`src/rtl/drive_mode_arbiter.sv`:
```
`default_nettype none
// ============================================================================
// Module   : drive_mode_arbiter
// Purpose  : Shares the drive datapath between the manual, semi-auto and auto
//            controllers. Debounces the mode switch, grants exactly one
//            controller at a time, inserts a forced-stop handoff window
//            between grants, and registers the masked motion command.
// Ports    : clk          500 Hz control clock (flops update on falling edge)
//            rst_n        asynchronous active-low reset
//            power_on     car powered; low forces OFF
//            mode_sel     requested mode: 00 none, 01 man, 10 semi, 11 auto
//            man_cmd      manual command    {fwd,left,right,back}
//            semi_cmd     semi-auto command {fwd,left,right,back}
//            auto_cmd     auto command      {fwd,left,right,back}
//            man_en       grant to manual controller
//            semi_en      grant to semi-auto controller
//            auto_en      grant to auto controller
//            drive_cmd    masked command to chassis {fwd,left,right,back}
//            active_mode  code of the granted mode; 00 in OFF and HANDOFF
//            switching    high while in HANDOFF
// Revision : 1.0  initial release
// ============================================================================
module drive_mode_arbiter #(
  parameter int STABLE_TIME  = 10,
  parameter int HANDOFF_TIME = 50,
  parameter int CNT_W        = 16
) (
  input  logic       clk,
  input  logic       rst_n,
  input  logic       power_on,
  input  logic [1:0] mode_sel,
  input  logic [3:0] man_cmd,
  input  logic [3:0] semi_cmd,
  input  logic [3:0] auto_cmd,
  output logic       man_en,
  output logic       semi_en,
  output logic       auto_en,
  output logic [3:0] drive_cmd,
  output logic [1:0] active_mode,
  output logic       switching
);

  localparam logic [CNT_W-1:0] STABLE_MAX  = CNT_W'(STABLE_TIME - 1);
  localparam logic [CNT_W-1:0] HANDOFF_MAX = CNT_W'(HANDOFF_TIME - 1);

  localparam logic [1:0] MODE_NONE = 2'b00;
  localparam logic [1:0] MODE_MAN  = 2'b01;
  localparam logic [1:0] MODE_SEMI = 2'b10;
  localparam logic [1:0] MODE_AUTO = 2'b11;

  typedef enum logic [2:0] {
    ST_OFF     = 3'd0,
    ST_MANUAL  = 3'd1,
    ST_SEMI    = 3'd2,
    ST_AUTO    = 3'd3,
    ST_HANDOFF = 3'd4
  } state_t;

  state_t           state_q, state_d;
  logic [1:0]       sel_q, sel_d;
  logic [1:0]       target_q, target_d;
  logic [CNT_W-1:0] stable_cnt_q, stable_cnt_d;
  logic [CNT_W-1:0] hcnt_q, hcnt_d;
  logic [3:0]       drive_cmd_q, drive_cmd_d;
  logic             req_ok;
  logic [1:0]       req;

  function automatic state_t code_to_state(input logic [1:0] code);
    case (code)
      MODE_MAN:  return ST_MANUAL;
      MODE_SEMI: return ST_SEMI;
      MODE_AUTO: return ST_AUTO;
      default:   return ST_OFF;
    endcase
  endfunction

  // Opposing directions cancel each other rather than letting one win.
  function automatic logic [3:0] mask_cmd(input logic [3:0] cmd);
    logic [3:0] m;
    m = cmd;
    if (cmd[3] && cmd[0]) begin
      m[3] = 1'b0;
      m[0] = 1'b0;
    end
    if (cmd[2] && cmd[1]) begin
      m[2] = 1'b0;
      m[1] = 1'b0;
    end
    return m;
  endfunction

  // Moore decode of the state register only.
  assign man_en    = (state_q == ST_MANUAL);
  assign semi_en   = (state_q == ST_SEMI);
  assign auto_en   = (state_q == ST_AUTO);
  assign switching = (state_q == ST_HANDOFF);
  assign drive_cmd = drive_cmd_q;

  always_comb begin
    active_mode = MODE_NONE;
    case (state_q)
      ST_MANUAL: active_mode = MODE_MAN;
      ST_SEMI:   active_mode = MODE_SEMI;
      ST_AUTO:   active_mode = MODE_AUTO;
      default:   active_mode = MODE_NONE;
    endcase
  end

  // Debounce: a request is accepted only once mode_sel has matched its
  // registered copy for STABLE_TIME consecutive edges.
  always_comb begin
    sel_d = mode_sel;
    if (mode_sel != sel_q) begin
      stable_cnt_d = '0;
    end else if (stable_cnt_q == STABLE_MAX) begin
      stable_cnt_d = stable_cnt_q;
    end else begin
      stable_cnt_d = stable_cnt_q + CNT_W'(1);
    end
    req_ok = (stable_cnt_q == STABLE_MAX);
    req    = sel_q;
  end

  // Next-state logic.
  always_comb begin
    state_d  = state_q;
    target_d = target_q;
    hcnt_d   = '0;
    if (!power_on) begin
      state_d = ST_OFF;
    end else begin
      case (state_q)
        ST_OFF: begin
          if (req_ok && (req != MODE_NONE)) begin
            state_d  = ST_HANDOFF;
            target_d = req;
          end
        end
        ST_MANUAL, ST_SEMI, ST_AUTO: begin
          // active_mode carries the own code of the granted state here.
          if (req_ok && (req != active_mode)) begin
            state_d  = ST_HANDOFF;
            target_d = req;
          end
        end
        ST_HANDOFF: begin
          // A retarget wins over completion and restarts the stop window.
          if (req_ok && (req != target_q)) begin
            target_d = req;
          end else if (hcnt_q == HANDOFF_MAX) begin
            state_d = code_to_state(target_q);
          end else begin
            hcnt_d = hcnt_q + CNT_W'(1);
          end
        end
        default: state_d = ST_OFF;
      endcase
    end
  end

  // Command register follows the current state register, one edge behind.
  always_comb begin
    drive_cmd_d = 4'b0000;
    if (power_on) begin
      case (state_q)
        ST_MANUAL: drive_cmd_d = mask_cmd(man_cmd);
        ST_SEMI:   drive_cmd_d = mask_cmd(semi_cmd);
        ST_AUTO:   drive_cmd_d = mask_cmd(auto_cmd);
        default:   drive_cmd_d = 4'b0000;
      endcase
    end
  end

  always_ff @(negedge clk or negedge rst_n) begin
    if (!rst_n) begin
      state_q      <= ST_OFF;
      sel_q        <= MODE_NONE;
      target_q     <= MODE_NONE;
      stable_cnt_q <= '0;
      hcnt_q       <= '0;
      drive_cmd_q  <= 4'b0000;
    end else begin
      state_q      <= state_d;
      sel_q        <= sel_d;
      target_q     <= target_d;
      stable_cnt_q <= stable_cnt_d;
      hcnt_q       <= hcnt_d;
      drive_cmd_q  <= drive_cmd_d;
    end
  end

endmodule
`default_nettype wire
```
`config.mk`:
```
export PLATFORM = sky130hd
export DESIGN_NAME = drive_mode_arbiter
export DESIGN_NICKNAME = d
export VERILOG_FILES = /design/src/rtl/drive_mode_arbiter.sv
export SDC_FILE = /design/constraint.sdc
export NUM_CORES = 1
export LEC_CHECK = 0
export ABC_AREA = 1
export BUFFER_PORTS_ARGS = -buffer_cell sky130_fd_sc_hd__buf_2
export CAP_MARGIN = 40
export CELL_PAD_IN_SITES_DETAIL_PLACEMENT = 1
export CELL_PAD_IN_SITES_GLOBAL_PLACEMENT = 2
export CORE_ASPECT_RATIO = 1.75
export CORE_MARGIN = 5
export CORE_UTILIZATION = 37
export CTS_BUF_LIST = sky130_fd_sc_hd__clkbuf_8
export CTS_CLUSTER_SIZE = 8
export DETAILED_ROUTE_END_ITERATION = 16
export GPL_ROUTABILITY_DRIVEN = 0
export GPL_TIMING_DRIVEN = 0
export HOLD_SLACK_MARGIN = 0.12
export PLACE_DENSITY = 0.93
export SKIP_LAST_GASP = 1
export SLEW_MARGIN = 20
export SYNTH_ARGS = -nofsm -noshare
export SYNTH_HDL_FRONTEND = slang
export SYNTH_SLANG_ARGS = --single-unit
export TNS_END_PERCENT = 1
```
`constraint.sdc`:
```
create_clock -name clk -period 4.3 [get_ports clk]
set_input_delay 0.43 -clock clk [delete_from_list [all_inputs] [get_ports clk]]
set_output_delay 0.43 -clock clk [all_outputs]
set_load 0.005 [all_outputs]
```
==> impl_metrics.env <==
export IMPL_ys_seq_elements=43
export IMPL_ant_nets=0
export IMPL_ys_warn_count=0
export IMPL_rows=39
export IMPL_io_buffers=25
export IMPL_hold_viol_final=0
export IMPL_worstSetupEndpointType="output port"
export IMPL_yosysSeqAreaShare_pct=42.9
export IMPL_totalWireLength_um=6380
export IMPL_worst_pin_slew_ns=0.411
export IMPL_slew_headroom_pct=72.4
export IMPL_die_y_um=119
export IMPL_core_area_sq_um=6590
export IMPL_clock_sinks=43
export IMPL_setup_violations_final=0
export IMPL_r2r_end="target_q[1]"
export IMPL_drcViolationCount=0
export IMPL_synth_top_cell_by_area="dfrtn_1"
export IMPL_clock_skew_ns=0.00567
export IMPL_numCtsBuffers=5
export IMPL_post_dp_hpwl_um=5160
export IMPL_crit_required_ns=3.87
export IMPL_crit_end="man_en"
export IMPL_crit_type="reg -> out"
export IMPL_clock_latency_ns=0.30
export IMPL_ctsResizeCount=0
export IMPL_drtIter0Drc=82
export IMPL_postCtsSetupBuffers=0
export IMPL_place_area_sq_um=2760
export IMPL_routed_top_layer="met4"
export IMPL_synth_distinct_cells=35
export IMPL_vias_per_cell=5.00
export IMPL_antenna_found_initial=0
export IMPL_routed_wl_met2_um=3610
export IMPL_dr_wl_met3_um=186
export IMPL_root_buffer="clkbuf_8"
export IMPL_grt_pass1_wl_um=11100
export IMPL_h_tree_depth=2
export IMPL_final_nets=396
export IMPL_areaGrowthSynthToFinish_pct=13.3
export IMPL_synth_edf_count=0
export IMPL_yosysMostFrequentCell="nand2_1"
export IMPL_setup_tns_ns=0
export IMPL_async_flop_share_pct=100
export IMPL_grt_max_degree=30
export IMPL_worst_hold_slack_ns=0.419
export IMPL_die_w_um=72.2
export IMPL_drive_above_1_share_pct=14.6
export IMPL_dieArea_sq_um=8590
export IMPL_synth_top_cell_area_share_pct=42.9
export IMPL_clk_path_buf_depth=2
export IMPL_final_cell_area_sq_um=2840
export IMPL_track_usage_pct=16.3
export IMPL_ys_flop_type="dfrtn_1"
export IMPL_design_portCount=27
export IMPL_grt_ovfl_total=0
export IMPL_cts_hold_buf=0
export IMPL_synth_commonest_cells="74 x nand2_1, 63 x nor2_1, 48 x inv_1, 43 x dfrtn_1, 31 x nand3_1"
export IMPL_syn_area_sq_um=2510
export IMPL_r2r_slack_ns=2.51
export IMPL_outcome="finished, final reports clean"
export IMPL_syn_instance_count=342
export IMPL_maxCapViolations=0
export IMPL_cp_startpoint="state_q[2]"
export IMPL_r2r_cells=10
export IMPL_synthesis_nets=363
export IMPL_via_count=2288
export IMPL_cts_tree="built"
export IMPL_cp_max_fo=7
export IMPL_cp_arrival_ns=3.74
export IMPL_initial_core_util_pct=38.1
export IMPL_r2r_start="stable_cnt_q[0]"
export IMPL_dr_pass1_iters=4
export IMPL_avgSynthCellArea_sq_um=7.34
export IMPL_grt_pass1_vias=2443
export IMPL_min_path_type="reg -> reg"
export IMPL_met1_length_um=2460
export IMPL_powerDensity_nw_per_um2=258
export IMPL_clk_pin_slew_worst_paths_ns=0.06
export IMPL_wl_per_cell_um=13.9
export IMPL_drv_slew=0
export IMPL_antenna_cells=0
export IMPL_synth_area_leaders="dfrtn_1 43%, nand2_1 11%, nor2_1 9.4%"
export IMPL_p_leak_nw=1.41
export IMPL_critPathLaunchType="flip-flop"
export IMPL_rsz0062_at_grt="no"
export IMPL_nFillCells=890
export IMPL_vdd_drop_max_mv=0.209
where the power goes:
group	switching, mW	internal (mW)
Clock	0.144	0.111
Sequential	0.00742	0.413
Combinational	0.0371	0.0191
critical path, stage by stage, from the launching register on:
cell and delay, ns:
dfrtn_1 0.39, inv_1 0.24, nand2_1 0.21, nor2_1 0.28
buf_2 0.17
state kept, by name (all words and copies together) (netlist names):
register and count:
target_q 2, state_q 3, req 2, stable_cnt_q 16, drive_cmd 4, hcnt_q 16
final cells by class:
cell class / instances / area (sq um) / area share [%]
clock inverters: 3 / 16.3 / 0.572
flip-flops and latches: 43 / 1080 / 37.9
multi-input cells: 244 / 1210 / 42.7
plain buffers: 3 / 23.8 / 0.837
inverters: 52 / 195 / 6.87
well taps: 82 / 103 / 3.61
repair buffers: 26 / 145 / 5.11
clock buffers: 5 / 68.8 / 2.42
layer usage:
metal  up-vias  GRT usage, %
met2        31          30.7
met4         0          6.00
met3        11          2.87
li1       1160             -
met5         -             0
met1      1086          17.3
metrics by stage:
step | power, mW | setup slack (ns) | util [%] | instances
after floorplan | 0.455 | 0.837 | - | 342
after global placement | 0.481 | 0.459 | 41.5 | 449
after detailed placement | 0.486 | 0.457 | 41.8 | 450
after CTS | 0.745 | 0.116 | 43.1 | 458
after global routing | 0.771 | 0.0107 | 43.1 | 458
final | 0.732 | 0.128 | 43.1 | 458
logic make-up (layout without fill, tap and decap cells):
| logic type | Yosys count | count (layout) | synth area share, % |
|---|---|---|---|
| and+or+nand+nor | 203 | 203 | 36.8 |
| buffers and inverters | 55 | 89 | 8.73 |
| AOI/OAI and AO/OA | 30 | 30 | 7.18 |
| adders and majority gates | 4 | 4 | 2.00 |
| xor gates and xnor gates | 7 | 7 | 2.44 |
| DFF | 43 | 43 | 42.9 |
layout by cell type (no fill, tap or decap), types with 2 or more instances in the layout:
cell type  instances
a21oi_2            2
nor3_1             6
a211oi_1           2
nand4_1            7
ha_1               4
a21oi_1            7
inv_1             49
nor2_2             2
o21ai_0           12
nor4_1             6
clkbuf_8           5
nand2_2            3
nor2_1            63
xor2_1             6
nand3_1           31
nand2_1           74
dfrtn_1           43
buf_2             26
nor2_4             3
nand3_2            2
inv_2              4
o22ai_1            2
how the worst min path moves through the flow:
| stage | endpoint | depth (start not counted) | start |
|---|---|---|---|
| 2_1_floorplan | hcnt_q[0] | 1 | hcnt_q[0] |
| 3_3_place_gp | hcnt_q[0] | 1 | hcnt_q[0] |
| 6_report | hcnt_q[0] | 1 | hcnt_q[0] |
| 3_5_place_dp | hcnt_q[0] | 1 | hcnt_q[0] |
| 5_1_grt | stable_cnt_q[5] | 1 | stable_cnt_q[5] |
| 4_1_cts | hcnt_q[0] | 1 | hcnt_q[0] |
Power figures use the tool's default switching activity.
